### src/rtl/tdoa_angle_estimator_pkg.sv
// Shared types and constants for the TDOA bearing estimator.
package utils;

  typedef logic signed [17:0] sample_t;

  typedef enum logic [1:0] {IDLE, WAIT, HOLD} tdoa_state_t;

  localparam logic [7:0] ANGLE_CENTER = 8'd90;
  localparam logic [7:0] ANGLE_MAX    = 8'd180;

endpackage

### src/rtl/tdoa_angle_estimator_onset_detector.sv
// Per-channel onset detector: saturating magnitude plus a strict threshold
// compare.
// The onset flag is registered, so it is visible one cycle after its strobe.
module onset_detector
  import utils::*;
#(
  parameter logic [17:0] THRESH = 18'd20000
) (
  input  logic    clock,
  input  logic    reset,
  input  sample_t sample,
  input  logic    sample_rdy,
  output logic    onset
);

  logic [17:0] mag;
  logic        onset_d;
  logic        onset_q;

  // Magnitude with -131072 clamped to 131071, then compare only on strobe cycles
  always_comb begin
    mag = '0;
    if (sample == {1'b1, {17{1'b0}}}) begin
      mag = {1'b0, {17{1'b1}}};
    end else if (sample[17]) begin
      mag = unsigned'(-sample);
    end else begin
      mag = unsigned'(sample);
    end
    onset_d = sample_rdy && (mag > THRESH);
  end

  // Register the onset flag
  always_ff @(posedge clock) begin
    if (reset) begin
      onset_q <= 1'b0;
    end else begin
      onset_q <= onset_d;
    end
  end

  assign onset = onset_q;

endmodule

### src/rtl/tdoa_angle_estimator.sv
// Bearing estimator: times the onset arrival difference between two mics in
// channel-0 sample ticks and converts the lag to a 0..180 degree angle.
module tdoa_angle_estimator
  import utils::*;
#(
  parameter logic [17:0] THRESH      = 18'd20000,
  parameter logic [7:0]  MAX_LAG     = 8'd32,
  parameter logic [7:0]  DEG_PER_LAG = 8'd6,
  parameter logic [15:0] HOLDOFF     = 16'd4800
) (
  input  logic             clock,
  input  logic             reset,
  input  logic [1:0][17:0] data,
  input  logic [1:0]       data_rdy,
  output logic [7:0]       angle,
  output logic             angle_valid,
  output logic             busy
);

  logic [1:0]  onset;
  logic        tick;
  logic        other_onset;

  tdoa_state_t state_q, state_d;
  logic        first_q, first_d;
  logic [7:0]  lag_q, lag_d;
  logic [15:0] hold_cnt_q, hold_cnt_d;
  logic [7:0]  angle_q, angle_d;
  logic        valid_q, valid_d;

  onset_detector #(.THRESH(THRESH)) u_onset0 (
    .clock      (clock),
    .reset      (reset),
    .sample     (sample_t'(data[0])),
    .sample_rdy (data_rdy[0]),
    .onset      (onset[0])
  );

  onset_detector #(.THRESH(THRESH)) u_onset1 (
    .clock      (clock),
    .reset      (reset),
    .sample     (sample_t'(data[1])),
    .sample_rdy (data_rdy[1]),
    .onset      (onset[1])
  );

  assign tick        = data_rdy[0];
  assign other_onset = first_q ? onset[0] : onset[1];

  // Deflection from centre, saturated at 0 (mic 0 first) or 180 (mic 1 first)
  function automatic logic [7:0] calc_angle(input logic mic1_first, input logic [7:0] lag);
    logic [15:0] deflect;
    logic [8:0]  result;
    deflect = {8'd0, lag} * {8'd0, DEG_PER_LAG};
    if (deflect >= {8'd0, ANGLE_CENTER}) begin
      result = mic1_first ? {1'b0, ANGLE_MAX} : 9'd0;
    end else if (mic1_first) begin
      result = {1'b0, ANGLE_CENTER} + {1'b0, deflect[7:0]};
    end else begin
      result = {1'b0, ANGLE_CENTER} - {1'b0, deflect[7:0]};
    end
    return result[7:0];
  endfunction

  // Next-state logic: onset pairing, lag timeout, holdoff countdown
  always_comb begin
    state_d    = state_q;
    first_d    = first_q;
    lag_d      = lag_q;
    hold_cnt_d = hold_cnt_q;
    angle_d    = angle_q;
    valid_d    = 1'b0;
    case (state_q)
      IDLE: begin
        lag_d      = '0;
        hold_cnt_d = '0;
        if (onset[0] && onset[1]) begin
          angle_d = ANGLE_CENTER;
          valid_d = 1'b1;
          state_d = HOLD;
        end else if (onset[0]) begin
          first_d = 1'b0;
          state_d = WAIT;
        end else if (onset[1]) begin
          first_d = 1'b1;
          state_d = WAIT;
        end
      end
      WAIT: begin
        if (other_onset && (lag_q <= MAX_LAG)) begin
          angle_d    = calc_angle(first_q, lag_q);
          valid_d    = 1'b1;
          hold_cnt_d = '0;
          lag_d      = '0;
          state_d    = HOLD;
        end else if (tick) begin
          if (lag_q >= MAX_LAG) begin
            lag_d   = '0;
            state_d = IDLE;
          end else begin
            lag_d = lag_q + 8'd1;
          end
        end
      end
      HOLD: begin
        if (tick) begin
          if (hold_cnt_q == HOLDOFF - 16'd1) begin
            hold_cnt_d = '0;
            state_d    = IDLE;
          end else begin
            hold_cnt_d = hold_cnt_q + 16'd1;
          end
        end
      end
      default: begin
        state_d = IDLE;
      end
    endcase
  end

  // State and datapath registers
  always_ff @(posedge clock) begin
    if (reset) begin
      state_q    <= IDLE;
      first_q    <= 1'b0;
      lag_q      <= '0;
      hold_cnt_q <= '0;
      angle_q    <= ANGLE_CENTER;
      valid_q    <= 1'b0;
    end else begin
      state_q    <= state_d;
      first_q    <= first_d;
      lag_q      <= lag_d;
      hold_cnt_q <= hold_cnt_d;
      angle_q    <= angle_d;
      valid_q    <= valid_d;
    end
  end

  assign angle       = angle_q;
  assign angle_valid = valid_q;
  assign busy        = (state_q == WAIT) || (state_q == HOLD);

endmodule

### config.mk
export PLATFORM = sky130hd
export DESIGN_NAME = tdoa_angle_estimator
export DESIGN_NICKNAME = d
export VERILOG_FILES = /design/src/rtl/tdoa_angle_estimator_pkg.sv /design/src/rtl/tdoa_angle_estimator_onset_detector.sv /design/src/rtl/tdoa_angle_estimator.sv
export SDC_FILE = /design/constraint.sdc
export NUM_CORES = 1
export LEC_CHECK = 0
export ABC_CLOCK_PERIOD_IN_PS = 2400
export BUFFER_PORTS_ARGS = -buffer_cell sky130_fd_sc_hd__buf_4
export CORE_MARGIN = 1
export CORE_UTILIZATION = 30
export DETAILED_ROUTE_END_ITERATION = 8
export PLACE_DENSITY = 0.54
export SYNTH_ARGS = -nofsm -noshare
export SYNTH_HDL_FRONTEND = slang
export SYNTH_SLANG_ARGS = --single-unit
### constraint.sdc
create_clock -name clock -period 2.4 [get_ports clock]
set_input_delay 0.36 -clock clock [delete_from_list [all_inputs] [get_ports clock]]
set_output_delay 0.36 -clock clock [all_outputs]
set_load 0.1 [all_outputs]
# After elaboration in Yosys (flattened, before gate mapping)
# Cells that the tools add are included.
[totals]
regBits = 38
inputBits = 40
out_inout_bits = 10
word_cells = 80
[op_classes]
add_sub_neg = 6
mul = 1
order_cmp = 5
eq_ne = 12
n_mux = 33
n_bitwise = 1
n_reduce_logical = 14
[ops]
columns = ["op", "n"]
rows = [
  ["two-way mux 18 bit", 4],
  ["two-way mux 8 bit", 8],
  ["two-way mux 16 bit", 3],
  ["one-hot mux 16 bit (3 select lines)", 1],
  ["== test 18 bit (second input constant)", 2],
  ["greater-than comparator 18 x 15 -> 1 bit (second input constant)", 2],
  ["negator 18 bit", 2],
  ["one-hot mux 8 bit (2 select lines)", 2],
  ["adder 16 x 1 -> 16 bit (second input constant)", 1],
  ["== test 16 x 13 -> 1 bit (second input constant)", 1],
  ["two-way mux 2 bit", 8],
  ["greater-or-equal comparator 11 x 7 -> 1 bit (second input constant)", 1],
  ["multiplier 8 x 2 -> 10 bit (second input constant)", 1],
  ["AND reduction 3 bit", 3],
  ["adder 7 x 8 -> 8 bit (first input constant)", 1],
  ["adder 8 x 1 -> 8 bit (second input constant)", 1],
  ["greater-or-equal comparator 8 x 6 -> 1 bit (second input constant)", 1],
  ["less-or-equal comparator 8 x 6 -> 1 bit (second input constant)", 1],
  ["!= test 2 bit (second input constant)", 4],
  ["subtractor 7 x 8 -> 8 bit (first input constant)", 1],
  ["!= test 3 bit (second input constant)", 2],
  ["one-hot mux 2 bit (3 select lines)", 1],
  ["two-way mux 1 bit", 5],
  ["AND reduction 5 bit", 1],
  ["11 further kinds", 15],
]

# Logic depth before layout (Yosys ltp)
# Gate-level depths: netlist of the first run.
[logic_depth]
word_depth = 6
ltp_mapped = 10
mapped_depth_nobuf = 10

# Modules after synthesis
# A second synthesis of the first run with hierarchy kept.
[unflattened]
hier_cells = 433
area_unflattened_um2 = 3420.8
[modules_own_cells]
columns = ["mod", "n_inst", "cells_each", "area_per_inst_um2", "seq_area_each_um2"]
rows = [
  ["tdoa_angle_estimator", 1, 297, 2477.4, 700.7],
  ["onset_detector", 2, 68, 471.7, 20.0],
]

# Worst setup path after synthesis of the first run
# OpenSTA, ideal clock, no wires.
[synth_path]
path_kind = "register to register"
start = "reg lag_q[0]"
end = "reg angle_q[4], in the netlist angle[4]"
setup_ns = 0.127
t_arrival_ns = 2.302
t_required_ns = 2.273
slack_ns = -0.029
stages_incl_launch_ff = 9
path_buffers = 0
period_less_slack_ns = 2.429
cell_sequence = "dfxtp_1 -> ha_1 -> fa_1 -> xor2_2 -> a32oi_1 -> a32o_1 -> and4_1 -> a21oi_1 -> o31ai_1"
[synth_between]
elab_chain_cells = 6
word_cells_on_any_way = 12
cone_classes = "add/sub (2); mul (1); order compare (2); eq/ne (1); mux (4); reduce/logical (2)"
[synth_rtl]
columns = ["element", "line_no", "text"]
rows = [
  ["start, declared", "tdoa_angle_estimator.sv:26", "logic [7:0] lag_q, lag_d;"],
  ["start signal, assigned", "tdoa_angle_estimator.sv:133", "lag_q <= lag_d;"],
  ["multiplier 8 x 2 -> 10 bit", "tdoa_angle_estimator.sv:54", "deflect = {8'd0, lag} * {8'd0, DEG_PER_LAG};"],
  ["subtractor 7 x 8 -> 8 bit or adder 7 x 8 -> 8 bit (tied branches)", "tdoa_angle_estimator.sv:60, tdoa_angle_estimator.sv:58", ""],
  ["two-way mux 8 bit", "tdoa_angle_estimator.sv:57", "end else if (mic1_first) begin"],
  ["two-way mux 8 bit", "tdoa_angle_estimator.sv:55", "if (deflect >= {8'd0, ANGLE_CENTER}) begin"],
  ["two-way mux 8 bit", "tdoa_angle_estimator.sv:90", "if (other_onset && (lag_q <= MAX_LAG)) begin"],
  ["one-hot mux 8 bit (2 select lines)", "tdoa_angle_estimator.sv:73", "case (state_q)"],
  ["end signal, assigned", "tdoa_angle_estimator.sv:135", "angle_q <= angle_d;"],
  ["end, declared", "tdoa_angle_estimator.sv:28", "logic [7:0] angle_q, angle_d;"],
]
# Several ways; a longest one is shown, not always the timed one. The select of a mux whose other input is x is not followed.
# A chain may end at the register's enable or synchronous reset.

# Worst setup path after layout of the first run
[layout_path]
start = "reg lag_q[1]"
end = "reg angle_q[6], in the netlist angle[6]"
# The elaborated chain is that of the path after synthesis.

==> metrics.yaml, run 1 <==
place_area_um2: 4080
r2r_start: "lag_q[1]$_SDFFE_PP0P_"
cts.clk_slew.worst_paths_ps: 60
dieArea_um2: 11800
report.final.slew_viol_count: 0
ys_warn_count: 0
synth-edff-count: 0
net-switching-power_mw: 0.807
cts-root-buf: "clkbuf_16"
post_cts_buffers: 0
worstHoldStart: "data_rdy[1]"
min_path_type: "in2reg"
grt_pass1_vias: 3178
leakagePower_nw: 1.72
hold_end: "u_onset1.onset$_SDFF_PP0_"
cap_violations: 0
fp-row-count: 38
hpwl_um: 6780
netlist_area_um2: 3420
crit_chain: "ha_2 > fa_2 > inv_2 > ha_1 > nand2_1 > nor4b_2 > o31ai_1 > xnor2_1 > nor3_2 > o22a_1"
htree_levels: 2
finalNonFillerCells: 637
hold_depth: 3
reg2reg_depth: 10
grt_antenna_before_repair: 0
end_kind: "flop"
wire_per_inst_um: 13.4
antenna_cells: 0
post-route-util: 0.398
syn_nets: 499
via_per_inst: 5.23
worst_slack_ps: 88.0
initial_core_util: 0.312
finalSetupViolations: 0
cts_buffers: 5
drt_pass1_iterations: 4
p_clk_frac: 0.326
dp_worst_setup_slack_ps: -51.9
reg2reg_slack_ps: 90
power.internal_mw: 1.48
die_w_um: 109
regToRegEndpoint: "angle[6]$_SDFFE_PP1P_"
crit_family: "adder cells"
crit_type: "reg2reg"
power.total_mw: 2.29
area_delta_synth_final_pct: 27.6
fin_crit_sh: 0.963
vias: 3332
initialDrtViolationCount: 160
grt_usage: 0.151
max_freq_mhz: 433
seqPwrFrac: 0.292
netlist_instances: 431
critPathLaunchType: "flop"
cts_tree: "done"
period_needed_ps: 2310
cp_data_arrival_time_ps: 2480
overflow: 0
powerDensity_nw_per_um2: 524
fin_nets: 564
ys_types: 72
fin_setup_tns_ps: 0
synth_seq_cells: 37
grt_max_degree: 17
combPwrFrac: 0.382
peakVddDrop_mv: 0.394
layout-drive-gt1-share: 0.247
slowest_stage: "fa_2"
hold_violations: 0
holdBufCountCts: 0
synth-seq-area-share: 0.216
die_h_um: 109
required_ps: 2570
hold_ws_ps: 335
grt_pass1_wl_um: 14600
postSynthAreaPerCell_um2: 7.95
status: "finished clean"
cts_sinks: 37
synth_async_sr_flop_share: 0
finClkSkew_ps: 7.81
ant_nets: 0
synth-main-ff-cell: "dfxtp_1"
io_pins: 50
path_buf_inv: 1
routed_wl_um: 8560
slowest_delay_ps: 560
io_buffers: 48
clock_path_buffers: 2
drc: 0
gp_congestion: 0.815
finalInstanceArea_um2: 4370
core_area_um2: 11000
clk_latency_ps: 280
crit_fanout: 4
dp.cells: 629
p_sw_frac: 0.352
==> synthesized netlist by cell type (8+ instances only) <==
cell type | instances | area share
nor2_1 | 50 | 0.055
dfxtp_1 | 37 | 0.22
inv_1 | 28 | 0.031
ha_1 | 27 | 0.099
nand2_1 | 24 | 0.026
a21oi_1 | 18 | 0.026
xnor2_1 | 18 | 0.046
xor2_1 | 15 | 0.038
nand3_1 | 14 | 0.020
nand4_1 | 14 | 0.026
o21ai_0 | 14 | 0.020
nor3_1 | 13 | 0.019
a211oi_1 | 8 | 0.018
nor2b_1 | 8 | 0.015
==> sequential cells by signal, summed over array words and instances (netlist names) <==
register and flops:
lag_q 8, angle_valid 1, angle 7, u_onset0.onset 1, hold_cnt_q 16, first_q 1
state_q 2, u_onset1.onset 1
==> cell type report <==
| class | count | area [um2] |
|---|---|---|
| Tap cell | 140 | 175 |
| Clock buffer | 5 | 125 |
| Multi-Input combinational cell | 355 | 2650 |
| Sequential cell | 37 | 744 |
| Inverter | 28 | 105 |
| Fill cell | 1135 | 6610 |
| Timing Repair Buffer | 69 | 531 |
| Clock inverter | 3 | 43.8 |
==> worst max path at each step <==
stage	startpoint	end	slack, ps	cells past startpoint
final	lag_q[1]$_SDFFE_PP0P_	angle[6]$_SDFFE_PP1P_	90	10
after global routing	lag_q[1]$_SDFFE_PP0P_	angle[6]$_SDFFE_PP1P_	-50	10
after CTS	lag_q[1]$_SDFFE_PP0P_	angle[4]$_SDFFE_PP1P_	5	8
after detailed placement	data[1]	u_onset0.onset$_SDFF_PP0_	-50	9
after global placement	data[1]	u_onset0.onset$_SDFF_PP0_	-50	9
after floorplan	lag_q[1]$_SDFFE_PP0P_	angle[6]$_SDFFE_PP1P_	30	10
==> timing repair <==
action | in CTS | in global routing
endpoints found under the setup margin | 3 | 7
gates resized for setup | 1 | 23
hold endpoints to repair | 0 | 0
pin swaps | 0 | 7
cloned | 0 | 0
==> power by group through the flow <==
| stage | Combinational [mW] | Sequential (mW) | Clock (mW) |
|---|---|---|---|
| 2_1_floorplan | 0.549 | 0.693 | 0 |
| 3_3_place_gp | 0.851 | 0.680 | 0 |
| 3_5_place_dp | 0.857 | 0.683 | 0 |
| 4_1_cts | 0.862 | 0.669 | 0.773 |
| 5_1_grt | 0.965 | 0.672 | 0.799 |
| 6_report | 0.874 | 0.669 | 0.748 |
==> cells by family (layout without fill, tap and decap cells) <==
kind of cell | count (synthesis) | count (layout) | synth area share
muxes | 9 | 9 | 0.0270
AOI/OAI and AO/OA | 104 | 104 | 0.226
and+or+nand+nor | 179 | 179 | 0.291
buffers and inverters | 39 | 105 | 0.0449
other | 1 | 1 | 0.00110
DFF | 37 | 37 | 0.216
adders and majority gates | 28 | 28 | 0.104
xor gates and xnor gates | 34 | 34 | 0.0892
==> metal layers <==
metal / up-vias / global-route usage / wire length (um) / share of wire
met5: - / 0 / 0 / 0
met4: 0 / 0.0405 / 54 / 0.0063
met3: 2 / 0.0137 / 255 / 0.030
met2: 70 / 0.254 / 4080 / 0.48
met1: 1551 / 0.206 / 4170 / 0.49
li1: 1709 / - / - / -
==> worst reg2reg max path: stages, from the launching register on <==
cell and delay, ps:
dfxtp_4 360, ha_2 190, fa_2 560, inv_2 40
ha_1 160, nand2_1 100, nor4b_2 220, o31ai_1 120
xnor2_1 220, nor3_2 60, o22a_1 150
==> placed cells by master (no fill, tap or decap), types with 12 or more instances in the layout <==
master and n:
nor3_1 12, nand4_1 14, inv_1 27, buf_4 68, xor2_1 15, a21oi_1 17
ha_1 24, o21ai_0 12, dfxtp_1 36, nand2_1 24, xnor2_1 16, nor2_1 49
nand3_1 14
No activity file was read; power rests on OpenSTA's default activity.
==> run 2, diff against run 1 <==
--- a/config.mk
+++ b/config.mk
@@ -5,12 +5,12 @@
 export SDC_FILE = /design/constraint.sdc
 export NUM_CORES = 1
 export LEC_CHECK = 0
-export ABC_CLOCK_PERIOD_IN_PS = 2400
+export ABC_CLOCK_PERIOD_IN_PS = 2700
 export BUFFER_PORTS_ARGS = -buffer_cell sky130_fd_sc_hd__buf_4
 export CORE_MARGIN = 1
 export CORE_UTILIZATION = 30
 export DETAILED_ROUTE_END_ITERATION = 8
-export PLACE_DENSITY = 0.54
+export PLACE_DENSITY = 0.52
 export SYNTH_ARGS = -nofsm -noshare
 export SYNTH_HDL_FRONTEND = slang
 export SYNTH_SLANG_ARGS = --single-unit
==> constraint.sdc (replaced) <==
create_clock -name clock -period 2.7 [get_ports clock]
set_input_delay 0.405 -clock clock [delete_from_list [all_inputs] [get_ports clock]]
set_output_delay 0.405 -clock clock [all_outputs]
set_load 0.1 [all_outputs]
==> metrics.yaml, run 2 (same netlist as run 1, synthesis figures left out) <==
status: "finished clean"  # unchanged
finalSetupViolations: 0  # unchanged
layout-drive-gt1-share: 0.192  # was 0.247
core_area_um2: 11000  # unchanged
wire_per_inst_um: 13.1  # was 13.4 um
io_pins: 50  # unchanged
drt_pass1_iterations: 4  # unchanged
crit_chain: "ha_2 > fa_1 > inv_1 > ha_1 > nand2_1 > nor4b_1 > o31ai_1 > xnor2_1 > nor3_1 > o22a_1"  # was ha_2 > fa_2 > inv_2 > ha_1 > nand2_1 > nor4b_2 > o31ai_1 > xnor2_1 > nor3_2 > o22a_1
grt_usage: 0.146  # was 0.151
mostFrequentLayoutCell: "buf_4"  # unchanged
drc: 0  # unchanged
report.final.slew_viol_count: 0  # unchanged
post_cts_buffers: 0  # unchanged
vias: 3252  # was 3332
worstHoldStart: "data_rdy[1]"  # unchanged
initial_core_util: 0.312  # unchanged
hold_depth: 3  # unchanged
grt_max_degree: 17  # unchanged
grt_pass1_vias: 3058  # was 3178
r2r_start: "lag_q[1]$_SDFFE_PP0P_"  # unchanged
power.total_mw: 2.09  # was 2.29 mW
dieArea_um2: 11800  # unchanged
net-switching-power_mw: 0.711  # was 0.807 mW
cts-root-buf: "clkbuf_16"  # unchanged
area_delta_synth_final_pct: 21.8  # was 27.6%
fin_setup_tns_ps: 0  # unchanged
htree_levels: 2  # unchanged
leakagePower_nw: 1.62  # was 1.72 nW
layout_common_cells: "buf_4, nor2_1, dfxtp_1"  # unchanged
initialDrtViolationCount: 169  # was 160
fin_nets: 551  # was 564
peakVddDrop_mv: 0.320  # was 0.394 mV
cp_data_arrival_time_ps: 2630  # was 2480 ps
startpoint: "lag_q[1]$_SDFFE_PP0P_"  # unchanged
end_kind: "flop"  # unchanged
cts_buffers: 5  # unchanged
hold_ws_ps: 351  # was 335 ps
via_per_inst: 5.21  # was 5.23
hold_violations: 0  # unchanged
top_register: "hold_cnt_q"  # unchanged
finClkSkew_ps: 6.28  # was 7.81 ps
io_buffers: 48  # unchanged
max_freq_mhz: 407  # was 433 MHz
fin_crit_sh: 0.910  # was 0.963
p_clk_frac: 0.368  # was 0.326
largest_reg_flops: 16  # unchanged
powerDensity_nw_per_um2: 501  # was 524 nW/um2
clk_latency_ps: 280  # about the same
dp_worst_setup_slack_ps: 127  # was -51.9 ps
min_path_type: "in2reg"  # unchanged
overflow: 0  # unchanged
crit_fanout: 6  # was 4
slowest_stage: "fa_1"  # was fa_2
slowest_delay_ps: 470  # was 560 ps
die_h_um: 109  # unchanged
combPwrFrac: 0.347  # was 0.382
cts_tree: "done"  # unchanged
holdBufCountCts: 0  # unchanged
gp_congestion: 0.837  # was 0.815
grt_antenna_before_repair: 0  # unchanged
rsz0062_at_grt: "false"
clock_path_buffers: 2  # unchanged
cap_violations: 0  # unchanged
relSlewSlack: 0.601
die_w_um: 109  # unchanged
crit_type: "reg2reg"  # unchanged
seqPwrFrac: 0.285  # was 0.292
fp-row-count: 38  # unchanged
hpwl_um: 6580  # was 6780 um
worst_slack_ps: 242  # was 88.0 ps
critPathLaunchType: "flop"  # unchanged
ant_nets: 0  # unchanged
routed_wl_um: 8150  # was 8560 um
period_needed_ps: 2460  # was 2310 ps
cts.clk_slew.worst_paths_ps: 60  # about the same
grt_pass1_wl_um: 14100  # was 14600 um
antenna_cells: 0  # unchanged
tightest_slew_ps: 594
required_ps: 2870  # was 2570 ps
cts.repair.resized: 0  # was 1
cts_sinks: 37  # unchanged
p_sw_frac: 0.340  # was 0.352
reg2reg_depth: 10  # unchanged
power.internal_mw: 1.38  # was 1.48 mW
==> run 2: metal layers <==
layer / global-route usage / up-vias / part of all wire
met2: 0.246 / 55 / 0.46
met5: 0 / - / 0
met1: 0.197 / 1513 / 0.50
li1: - / 1679 / -
met4: 0.0376 / 0 / 0.010
met3: 0.0173 / 5 / 0.032
==> run 2: worst paths after layout <==
path / to / slack [ps]
setup / recovery: angle[6]$_SDFFE_PP1P_ / 240
hold / removal: u_onset1.onset$_SDFF_PP0_ / 350
setup reg to reg: angle[6]$_SDFFE_PP1P_ / 240
hold reg to reg: angle[2]$_SDFFE_PP0P_ / 460
==> run 2: metrics by stage <==
stage | util | instance area (um2) | cells
after floorplan | - | 3420 | 431
after detailed placement | 0.362 | 3970 | 616
after CTS | 0.379 | 4170 | 624
after global placement | 0.362 | 3970 | 616
after global routing | 0.380 | 4170 | 624
final | 0.380 | 4170 | 624
==> run 2: cell type report <==
cell class                      count  area (um2)
Sequential cell                    37         741
Timing Repair Buffer               56         420
Fill cell                        1147        6810
Inverter                           28         105
Clock inverter                      3        68.8
Multi-Input combinational cell    355        2540
Tap cell                          140         175
Clock buffer                        5         125
==> run 2: power by group through the flow <==
stage                     Sequential [mW]  Clock, mW  Combinational (mW)
after global placement              0.605          0               0.723
after CTS                           0.595      0.791               0.729
after global routing                0.599      0.816               0.804
after detailed placement            0.606          0               0.726
final                               0.595      0.768               0.726
after floorplan                     0.616          0               0.488
==> run 2: critical path, delay by kind of cell (launching register included) <==
family / cells / cell delay (ps)
compound gates: 2 / 420
buf+inv: 1 / 140
fa+ha+maj: 3 / 910
flops: 1 / 430
simple gates: 3 / 290
xor+xnor: 1 / 160
